[src/rtl/comet_mem_pkg.sv]
// Shared types and constants for the COMET II test-RAM arbiter.
package comet_mem_pkg;

   localparam int DATA_W    = 16;
   localparam int RAM_WORDS = 256;

   localparam logic PORT_CPU = 1'b0;
   localparam logic PORT_LDR = 1'b1;

   typedef enum logic [1:0] {
      IDLE   = 2'd0,
      ACCESS = 2'd1,
      DONE   = 2'd2
   } state_e;

endpackage

[src/rtl/comet_mem_prio_sel.sv]
// Winner select: CPU has fixed priority unless the loader has waited MAX_WAIT grants.
module comet_mem_prio_sel
   import comet_mem_pkg::*;
#(
   parameter int MAX_WAIT = 4
) (
   input  logic       req0_i,
   input  logic       req1_i,
   input  logic [3:0] wait_cnt_i,
   output logic       valid_o,
   output logic       winner_o
);

   always_comb begin
      valid_o  = req0_i | req1_i;
      winner_o = PORT_CPU;
      if (req1_i && (!req0_i || (wait_cnt_i == 4'(MAX_WAIT)))) begin
         winner_o = PORT_LDR;
      end
   end

endmodule

[src/rtl/comet_mem_arbiter.sv]
// Two-port arbiter sharing the single-port test RAM between the CPU (port 0)
// and the loader/debug port (port 1); one IDLE/ACCESS/DONE pass per access.
module comet_mem_arbiter
   import comet_mem_pkg::*;
#(
   parameter int ADDR_BITS = 8,
   parameter int MAX_WAIT  = 4
) (
   input  logic              mclk_i,
   input  logic              rst_n_i,
   input  logic              req0_i,
   input  logic              req1_i,
   input  logic              we0_i,
   input  logic              we1_i,
   input  logic [DATA_W-1:0] addr0_i,
   input  logic [DATA_W-1:0] addr1_i,
   input  logic [DATA_W-1:0] wdata0_i,
   input  logic [DATA_W-1:0] wdata1_i,
   output logic              ack0_o,
   output logic              ack1_o,
   output logic [DATA_W-1:0] rdata0_o,
   output logic [DATA_W-1:0] rdata1_o,
   output logic              err0_o,
   output logic              err1_o,
   output logic              ram_we_o,
   output logic [DATA_W-1:0] ram_waddr_o,
   output logic [DATA_W-1:0] ram_wdata_o,
   output logic              ram_re_o,
   output logic [DATA_W-1:0] ram_raddr_o,
   input  logic [DATA_W-1:0] ram_rdata_i,
   output logic              busy_o,
   output logic              gnt_id_o
);

   state_e            state_q, state_d;
   logic              gnt_q, gnt_d;
   logic              we_q, we_d;
   logic [DATA_W-1:0] addr_q, addr_d;
   logic [DATA_W-1:0] wdata_q, wdata_d;
   logic [DATA_W-1:0] rdata0_q, rdata0_d;
   logic [DATA_W-1:0] rdata1_q, rdata1_d;
   logic [3:0]        waitCnt_q, waitCnt_d;
   logic              rangeErr_q, rangeErr_d;

   logic              selValid;
   logic              selWinner;
   logic              rangeErr;
   logic              inAccess;
   logic              inDone;

   comet_mem_prio_sel #(
      .MAX_WAIT (MAX_WAIT)
   ) u_prio_sel (
      .req0_i     (req0_i),
      .req1_i     (req1_i),
      .wait_cnt_i (waitCnt_q),
      .valid_o    (selValid),
      .winner_o   (selWinner)
   );

   assign rangeErr = (addr_q >> ADDR_BITS) != '0;
   assign inAccess = (state_q == ACCESS);
   assign inDone   = (state_q == DONE);

   always_comb begin
      state_d    = state_q;
      gnt_d      = gnt_q;
      we_d       = we_q;
      addr_d     = addr_q;
      wdata_d    = wdata_q;
      rdata0_d   = rdata0_q;
      rdata1_d   = rdata1_q;
      waitCnt_d  = waitCnt_q;
      rangeErr_d = rangeErr_q;

      case (state_q)
         IDLE: begin
            if (!req1_i) begin
               waitCnt_d = '0;
            end
            if (selValid) begin
               gnt_d   = selWinner;
               we_d    = (selWinner == PORT_LDR) ? we1_i    : we0_i;
               addr_d  = (selWinner == PORT_LDR) ? addr1_i  : addr0_i;
               wdata_d = (selWinner == PORT_LDR) ? wdata1_i : wdata0_i;
               state_d = ACCESS;
               if (selWinner == PORT_LDR) begin
                  waitCnt_d = '0;
               end else if (req1_i && (waitCnt_q != 4'(MAX_WAIT))) begin
                  waitCnt_d = waitCnt_q + 4'd1;
               end
            end
         end
         ACCESS: begin
            // Out-of-range reads return zero; writes leave the read registers alone.
            rangeErr_d = rangeErr;
            if (!we_q) begin
               if (gnt_q == PORT_LDR) begin
                  rdata1_d = rangeErr ? '0 : ram_rdata_i;
               end else begin
                  rdata0_d = rangeErr ? '0 : ram_rdata_i;
               end
            end
            state_d = DONE;
         end
         DONE: begin
            state_d = IDLE;
         end
         default: begin
            state_d = IDLE;
         end
      endcase
   end

   always_ff @(posedge mclk_i or negedge rst_n_i) begin
      if (!rst_n_i) begin
         state_q    <= IDLE;
         gnt_q      <= PORT_CPU;
         we_q       <= 1'b0;
         addr_q     <= '0;
         wdata_q    <= '0;
         rdata0_q   <= '0;
         rdata1_q   <= '0;
         waitCnt_q  <= '0;
         rangeErr_q <= 1'b0;
      end else begin
         state_q    <= state_d;
         gnt_q      <= gnt_d;
         we_q       <= we_d;
         addr_q     <= addr_d;
         wdata_q    <= wdata_d;
         rdata0_q   <= rdata0_d;
         rdata1_q   <= rdata1_d;
         waitCnt_q  <= waitCnt_d;
         rangeErr_q <= rangeErr_d;
      end
   end

   // RAM strobes decode from the async-reset state register, so reset kills them at once.
   assign ram_we_o    = inAccess & we_q & ~rangeErr;
   assign ram_re_o    = inAccess & ~we_q & ~rangeErr;
   assign ram_waddr_o = addr_q;
   assign ram_raddr_o = addr_q;
   assign ram_wdata_o = wdata_q;

   assign ack0_o   = inDone & (gnt_q == PORT_CPU);
   assign ack1_o   = inDone & (gnt_q == PORT_LDR);
   assign err0_o   = ack0_o & rangeErr_q;
   assign err1_o   = ack1_o & rangeErr_q;
   assign rdata0_o = rdata0_q;
   assign rdata1_o = rdata1_q;
   assign busy_o   = (state_q != IDLE);
   assign gnt_id_o = gnt_q;

endmodule

[config.mk]
export PLATFORM = sky130hd
export DESIGN_NAME = comet_mem_arbiter
export DESIGN_NICKNAME = d
export VERILOG_FILES = /design/src/rtl/comet_mem_pkg.sv /design/src/rtl/comet_mem_prio_sel.sv /design/src/rtl/comet_mem_arbiter.sv
export SDC_FILE = /design/constraint.sdc
export NUM_CORES = 1
export LEC_CHECK = 0
export CAP_MARGIN = 0
export CORE_UTILIZATION = 40
export DETAILED_ROUTE_END_ITERATION = 6
export PLACE_DENSITY = 0.83
export SLEW_MARGIN = 20
export SYNTH_ARGS = -nofsm -noshare
export SYNTH_HDL_FRONTEND = slang
export SYNTH_SLANG_ARGS = --single-unit
export TNS_END_PERCENT = 20
[constraint.sdc]
create_clock -name mclk_i -period 2.1 [get_ports mclk_i]
set_clock_uncertainty 0.05 [all_clocks]
set_input_delay 0.42 -clock mclk_i [delete_from_list [all_inputs] [get_ports mclk_i]]
set_output_delay 0.42 -clock mclk_i [all_outputs]
set_load 0.02 [all_outputs]
After elaboration in Yosys (flattened, before gate mapping)
Cells that the tools add are included.

word-level totals
  bits in registers = 73
  bits of input ports = 86
  output and inout bits = 88
  logic and storage cells = 48

cells by class
  $add $sub $neg = 1
  equality and inequality tests = 5
  muxes and demuxes = 11
  bitwise operators = 12
  reduce and logical (&&, ||, !) cells = 10

operators by type and width
  operator                                        number
  2-to-1 mux 16 bit                               3
  2-to-1 mux 4 bit                                4
  nonzero test 16 bit                             1
  bitwise AND 1 bit                               8
  AND reduction 3 bit                             2
  adder 4 x 1 -> 4 bit (second input constant)    1
  == test 4 x 3 -> 1 bit (second input constant)  1
  != test 4 x 3 -> 1 bit (second input constant)  1
  case mux 2 bit (2 select lines)                 1
  inverter 1 bit                                  3
  == test 2 x 1 -> 1 bit (second input constant)  1
  == test 2 bit (second input constant)           1
  logical AND 1 bit                               2
  zero test 2 bit                                 1
  2-to-1 mux 1 bit                                2
  2-to-1 mux 2 bit                                1
  != test 2 bit (second input constant)           1
  AND reduction 2 bit                             1
  nonzero test 2 bit                              1
  zero test 1 bit                                 1
  logical OR 1 bit                                1
  bitwise OR 1 bit                                1

Depth between registers and ports, before layout
Gate-level depths: netlist (run 1).

  depth after elaboration = 6
  mapped depth = 6
  gate-level depth less buffers = 5

By module
A second synthesis (run 1) with hierarchy kept.

unflattened totals
  cell total of the unflattened synthesis = 337
  area total of the unflattened synthesis = 3,394.5 sq um

modules (own cells, without submodules)
  module              instances  cells each  area an instance (sq um)
  comet_mem_arbiter   1          334         3,370.7
  comet_mem_prio_sel  1          3           23.8

Worst setup path after synthesis (run 1)
OpenSTA, ideal clock, no wires.

  kind = register to output
  from = register addr_q[9], in the netlist ram_raddr_o[9]
  to = output port ram_re_o
  arrival time = 1.806 ns
  setup slack = -0.176 ns
  stages on the path, launching flop included = 5
  buffers on the path = 1
  cells stage by stage = dfrtp_1 > nor4_1 > nand2_1 > clkbuf_1 > nor3b_1

on the way
  word-level cells in the longest chain between the ends = 3

RTL lines
  what                    RTL line                  RTL
  from (decl)             comet_mem_arbiter.sv:38   logic [DATA_W-1:0] addr_q, addr_d;
  from (signal assigned)  comet_mem_arbiter.sv:130  addr_q <= addr_d;
  nonzero test 16 bit     comet_mem_arbiter.sv:61   assign rangeErr = (addr_q >> ADDR_BITS) != '0;
  inverter 1 bit          comet_mem_arbiter.sv:141  assign ram_re_o = inAccess & ~we_q & ~rangeErr;
  bitwise AND 1 bit       comet_mem_arbiter.sv:141
  to (decl)               comet_mem_arbiter.sv:28   output logic ram_re_o,

Every way passes these cells.

Worst setup path after layout (run 1)
Same ends and word-level chain as after synthesis.

==> results.txt, run 1 <==
The overall die height was 93.8 µm; the largest driver fanout on the critical path was 3. Final hold analysis gives a worst-case slack of 0.430 ns. The remaining number of nets flagged by the antenna check after routing was 0.

The count of pins on the block boundary was 174; the via-per-instance ratio was 5.19. The final layout contains routed wiring with a total length of 9690 µm. The minimum clock period after layout is 2.03 ns, and the number of synthesized flops with an enable pin is 0. The share of synthesized area in the top cell type comes to 54.2%. The run finished with clean final reports. Counting instances in the post-synthesis netlist gives the leading cell types as 73 x dfrtp_1, 38 x nand2_1, 33 x a221o_1, 33 x and3_1, 20 x inv_1. The number of buffers and inverters on the critical path is 2. Post-route fraction of the period consumed by the critical path: 96.5%.

The cell with the most instances on the worst path is buf_4. For the number of antenna repair diodes, the log shows 0. For the worst-skew pair, the clock arrives at the later sink with an insertion delay of 0.34 ns. The most used flip-flop cell after synthesis is dfrtp_1. The share of post-route cells with drive strength above 1 was 13.8%.

The biggest area contributor in the post-synthesis netlist is dfrtp_1. The proportion of synthesized flip-flops having asynchronous set or reset came out at 100%. The cell at the root of the clock tree is clkbuf_8.

Post-layout instance count excluding filler cells: 583. The run gives 562 as the net total in the final layout. Counting every sink on the clock net gives 73. Entering global routing, the biggest net connects 44 pins.

The number of nets produced by synthesis was 390. The initialized floorplan defines 33 standard-cell rows. After routing, the total negative slack on setup checks comes to 0 ns. The logs give 566 for the number of placed instances with taps included and 0 for the setup-violating endpoint count in the final report. The number of input and output port buffers inserted works out to 173. The worst setup path category is flip-flop to output port. The post-detailed-placement half-perimeter wirelength was 7220 µm; the number of endpoints with negative hold slack in the final report was 0.

Worst min-delay path class: flip-flop to flip-flop. The logs give 0 for the count of final max-slew check failures and 22.6% for the combined global-route utilization of all metal layers. The slew at the pin closest to its max-slew limit was 0.418 ns.

Counting flops and latches in the post-synthesis netlist gives 73. The tools report the number of CTS-inserted buffers as 9. The H-tree generated during clock tree synthesis spans 3 levels. After synthesis, flip-flops and latches occupy 54.2% of the total area. For this run, the slowest stage of the critical path takes 0.39 ns. The clock passes through at most 2 buffers.

Setup repair after global routing could not meet its margin everywhere. Average cell area after synthesis: 11.2 µm². Yosys attributes the largest share of cell area to dfrtp_1 54%, a221o_1 9.8%, and3_1 6.1%. Dividing the detail-routed wire length by the instance count gives 16.6 µm.

The number of DRC violations after detailed routing came out at 0. In this run the static leakage power is 2.47 nW. The tools report the endpoint class of the critical path as an output port. The full die area is 8800 µm². The tools report the via count of the first global-routing pass as 3021. Category of cells accounting for the largest share of critical-path delay: simple AND/OR/NAND/NOR gates. Across the VDD grid, the largest voltage drop is 0.681 mV. Synthesis produced a netlist whose cell count is 302. Total congestion overflow after global routing: 0.

Data on the critical path is required at its endpoint by 1.63 ns. From synthesis to final layout, the design area changed by 62.3%. In this run, the number of DRC markers left after iteration 0 of detailed routing was 72. Routability-driven placement finished with a final weighted congestion of 0.778. The critical-path cell with the highest stage delay is dfrtp_1.

The number of iterations in the first detailed-routing pass came out at 4. The first global-routing pass estimated 15000 µm of wire. Timing would allow up to 494 MHz. The Yosys step of the flow raised 0 warnings.

The arrival time reported for the critical path endpoint is 1.56 ns. The cell area power density was 1340 nW/µm². After clock tree synthesis, the clock-pin slew on the worst setup and hold paths is 0.07 ns.

Yosys mapped the design onto 38 distinct sky130hd cell types. The signal on the critical path passes through nor4_2 -> buf_4 -> nand2_4 -> nor3b_2 -> buf_4. The chip width was 93.8 µm.

The total via count after detailed routing came out at 3024. The logs give 0 for the number of max-cap violations and 5260 µm² for the placed cell area. The initial antenna violation count is 0. The tools report the cell area after synthesis as 3370 µm². The area inside the core boundary came out at 8180 µm².

For the relative slew slack, the log shows 72.1%. TritonCTS built the clock tree. dfrtp_1 is the most common cell in the netlist. STA classifies the critical path startpoint as a flip-flop. For this configuration, the core starts out at a cell density of 41.2%. The run gives 5470 µm² as the final design instance area without fill.
[per-stage QoR]
step | worst slack (ns) | power [mW] | utilization, %
floorplan | 0.0135 | 4.42 | -
finish | 0.0738 | 7.34 | 66.9
CTS | -0.0670 | 7.37 | 66.5
global route | -0.00145 | 7.77 | 66.9
global placement | -0.164 | 6.22 | 64.3
detailed placement | -0.171 | 6.31 | 64.3
[worst min-delay path, stage by stage, from the launching register on]
cell and delay (ns):
dfrtp_1 0.34, nand2_1 0.05, o31ai_1 0.05
[timing repair]
item                                    in CTS  in global routing
setup buffers                                0                  1
pin swaps                                    1                  2
endpoints found under the setup margin       7                  2
hold buffers                                 1                  0
cloned                                       0                  0
resized for setup                           16                  5
endpoints found under the hold margin       30                  0
[power breakdown]
group	switching, mW	internal [mW]	total, mW
combinational	2.01	2.02	4.03
clock	0.492	0.542	1.03
sequential	0.366	1.91	2.28
[flip-flops by register name, summed over array words and instances, names as in the netlist]
register and cells:
gnt_id_o 1, ram_raddr_o 16, ram_wdata_o 16, rangeErr_q 1, rdata0_o 16, rdata1_o 16
state_q 2, waitCnt_q 4, we_q 1
[area by class of cell]
class	instances	area, µm²
Multi-Input combinational cell	169	1280
Inverter	21	78.8
Sequential cell	73	1830
Clock inverter	3	42.5
Tap cell	105	131
Clock buffer	12	135
Fill cell	653	2700
Timing Repair Buffer	200	1970
[cells in the final DEF, fill, tap and decap left out, drive strengths merged, types with 2 or more instances in the layout]
cell type,instances
clkdlybuf4s50,165
dfrtp,73
nand2,38
and3,33
a221o,33
o31ai,32
buf,30
inv,21
clkbuf,12
dlygate4sd2,4
nor3b,3
nor2,3
o21ai,3
and2,2
nand4b,2
nand3,2
ha,2
nor4,2
[logic make-up (layout without fill, tap and decap cells)]
family / count (synthesis) / count (layout) / synth area share (%)
and+or+nand+nor: 93 / 93 / 15.0
AOI/OAI and AO/OA: 73 / 73 / 20.9
DFF: 73 / 73 / 54.2
buffers and inverters: 60 / 236 / 8.98
adders and majority gates: 2 / 2 / 0.742
muxes: 1 / 1 / 0.297
[routing by layer]
| metal | vias to the layer above | share of wire, % | GRT usage, % |
|---|---|---|---|
| met3 | 18 | 8.9 | 7.12 |
| met5 | - | 0 | 0 |
| met1 | 1436 | 39 | 25.8 |
| met2 | 140 | 50 | 39.1 |
| met4 | 0 | 2.1 | 9.23 |
| li1 | 1430 | - | - |
[final timing paths]
path | slack (ns) | to | start | cells past startpoint
setup / recovery | 0.07 | ram_re_o | ram_raddr_o[9] | 5
hold / removal | 0.43 | rdata0_o[2] | rdata0_o[2] | 2
setup reg to reg | 0.35 | rdata1_o[14] | ram_raddr_o[9] | 6
hold reg to reg | 0.43 | rdata0_o[2] | rdata0_o[2] | 2
max in group asynchronous | 0.92 | waitCnt_q[3] | rst_n_i | 3
min in group asynchronous | 0.51 | rdata0_o[4] | rst_n_i | 2
Power figures use the tool's default switching activity.
==> run 2, diff against run 1 <==
--- a/config.mk
+++ b/config.mk
@@ -6,6 +6,7 @@
 export NUM_CORES = 1
 export LEC_CHECK = 0
 export CAP_MARGIN = 0
+export CORE_ASPECT_RATIO = 0.75
 export CORE_UTILIZATION = 40
 export DETAILED_ROUTE_END_ITERATION = 6
 export PLACE_DENSITY = 0.83
==> run 2 against run 1 <==
  * Largest cell class unchanged
  * Critical path depth is the same
  * Routed wire length up 2.5%
  * Worst setup slack lost 0.036 ns
  * Largest power group unchanged
  * Non-clock buffer count unchanged
  * Power fell by 0.94%
  * Via count grew 1.4%
  * Register-to-register slack is essentially flat
  * Fmax fell by 1.7%
  * Utilization increased by 0.84 points
==> results.txt, run 2 (same netlist as run 1, synthesis figures left out) <==
The setup check on the worst reg-to-reg path leaves a slack of 0.35 ns. The overall die height was 81.5 µm; the via count of the first global-routing pass was 3054. Summing internal, switching and leakage power gives 7.28 mW.

For the pin with the worst max-slew slack, the measured transition is 0.545 ns. Setup repair after global routing could not meet its margin everywhere. Headroom to the max-slew limit came out at 63.7%. Worst min-delay path class: input pin to async pin. From synthesis to final layout, the design area changed by 61.2%. The number of levels the H-tree was split into is 3. In this run the horizontal extent of the chip is 108 µm. The sort of element at the start of the critical path was a flip-flop. The number of CTS-inserted buffers was 9. The number of input and output port buffers inserted was 173. Worst setup path category: flip-flop to output port.

The count of final max-slew check failures was 0. The area inside the core boundary came out at 8020 µm². Dividing the detail-routed via count by the number of cells gives 5.27. For this configuration, the core starts out at a cell density of 42.0%. In the routed design, unresolved DRC markers number 0. Cell at the root of the clock tree: clkbuf_8. The flow ran to the end, and the final reports show no timing, DRC or antenna violations. The count of pins on the block boundary came out at 174.

The detail route stage leaves a number of antenna-violating nets equal to 0. The sum of negative setup slack was 0 ns. The worst path uses 98.2% of the clock period. The total length of routed wires was 9930 µm.

Of the cells placed in the final design, the portion with a size suffix greater than 1 is 13.6%. The initial antenna violation count was 0; the clock-pin transition on the worst setup and hold timing paths was 0.07 ns. The largest driver fanout on the critical path came out at 3.

The clock latency on the worst-skew pair was 0.34 ns; the number of iterations in the first detailed-routing pass was 4. Counting along the longest clock path gives a buffer depth of 2. The number of clock sinks was 73. The run gives 22.7% as the combined global-route utilization of all metal layers. Static timing analysis puts the maximum clock frequency at 485 MHz. Summed over all nets, the half-perimeter wirelength after detailed placement is 7250 µm. The repair_antennas step left the layout with diodes totalling 0.

The floorplan has 28 rows. The number of fill cells in the layout was 631; the arrival time reported for the critical path endpoint was 1.59 ns. The logs give 2.47 nW for the static leakage power and 562 for the net total in the final layout. Detail-routed net length per standard cell: 17.1 µm. Before CTS, the worst setup slack after placement is -0.104 ns.

The number of max-cap violations came out at 0. The setup-violating endpoint count in the final report was 0; the peak ir drop on the vdd network was 0.743 mV. Leaving out fill and tap cells, the most frequent cell in the layout is clkdlybuf4s50_1.

The logs give 8810 µm² for the full die area and 0.0380 ns for the final critical-path setup slack. The number of DRC markers in iteration 0 was 122. The total congestion overflow after global routing is 0.

The logs give 1.63 ns for the endpoint required time on the critical path and 41 for the pin count of the biggest net entering global routing. For the finished layout, the period the worst path requires is 2.06 ns. TritonCTS built the clock tree. Number of endpoints with negative hold slack in the final report: 0. The run gives 15100 µm as the global-route wire length before repair. Leaving out fill and tap cells, the most frequent cells in the layout are 165 x clkdlybuf4s50_1, 73 x dfrtp_1, 37 x nand2_1.

For this design the ratio of total power to cell area is 1340 nW/µm². The total via count after detailed routing is 3065. The endpoint class of the critical path was an output port.

Across all hold checks on the routed design, the worst slack comes to 0.00546 ns. The congestion estimate from routability-driven global placement came to 0.816.
-- run 2: through the flow --
step	instance area [µm²]	std cells	util [%]
final	5440	582	67.8
after global routing	5440	582	67.8
after CTS	5430	581	67.6
after detailed placement	5270	567	65.7
after global placement	5270	567	65.7
after floorplan	3380	302	-
-- run 2: timing repair --
| item | CTS | global route |
|---|---|---|
| buffers inserted | 0 | 1 |
| gates resized for setup | 13 | 4 |
| endpoints found under the setup margin | 7 | 2 |
| hold buffers | 0 | 0 |
| pin swaps | 0 | 3 |
-- run 2: path summary, 6_finish.rpt --
kind | cells past startpoint | from | end
hold reg to reg | 2 | rdata1_o[12] | rdata1_o[12]
min in group mclk_i | 2 | rdata1_o[12] | rdata1_o[12]
max in group asynchronous | 2 | rst_n_i | rdata1_o[7]
hold / removal | 1 | rst_n_i | rdata0_o[3]
setup / recovery | 5 | ram_raddr_o[10] | ram_re_o
setup reg to reg | 4 | state_q[1] | rdata0_o[4]
-- run 2: per-layer routing --
layer | global-route usage, % | part of all wire [%] | vias to the layer above
li1 | - | - | 1432
met1 | 28.0 | 42 | 1494
met2 | 40.2 | 50 | 124
met3 | 4.29 | 6.6 | 15
met4 | 7.95 | 1.8 | 0
met5 | 0 | 0 | -
-- run 2: where the power goes --
| group | internal, mW | total (mW) | switching, mW | leakage (nW) |
|---|---|---|---|---|
| registers | 1.91 | 2.26 | 0.349 | 0.948 |
| logic | 2.03 | 4.08 | 2.04 | 1.44 |
| clock network | 0.446 | 0.937 | 0.491 | 0.0850 |
-- run 2: critical path: stages, from the launching register on --
cell	delay, ns
dfrtp_1	0.39
nor4_2	0.30
buf_4	0.17
nand2_4	0.05
nor3b_2	0.18
buf_4	0.16
-- run 2: cell type report --
type                       instances  area (µm²)  share of cell area (%)
clock inverter                     3        18.8                   0.345
tap                              105         131                    2.42
clock buffer                      11         141                    2.60
multi-input combinational        169        1270                    23.4
timing repair buffer             200        1970                    36.2
inverter                          21        78.8                    1.45
sequential                        73        1830                    33.6
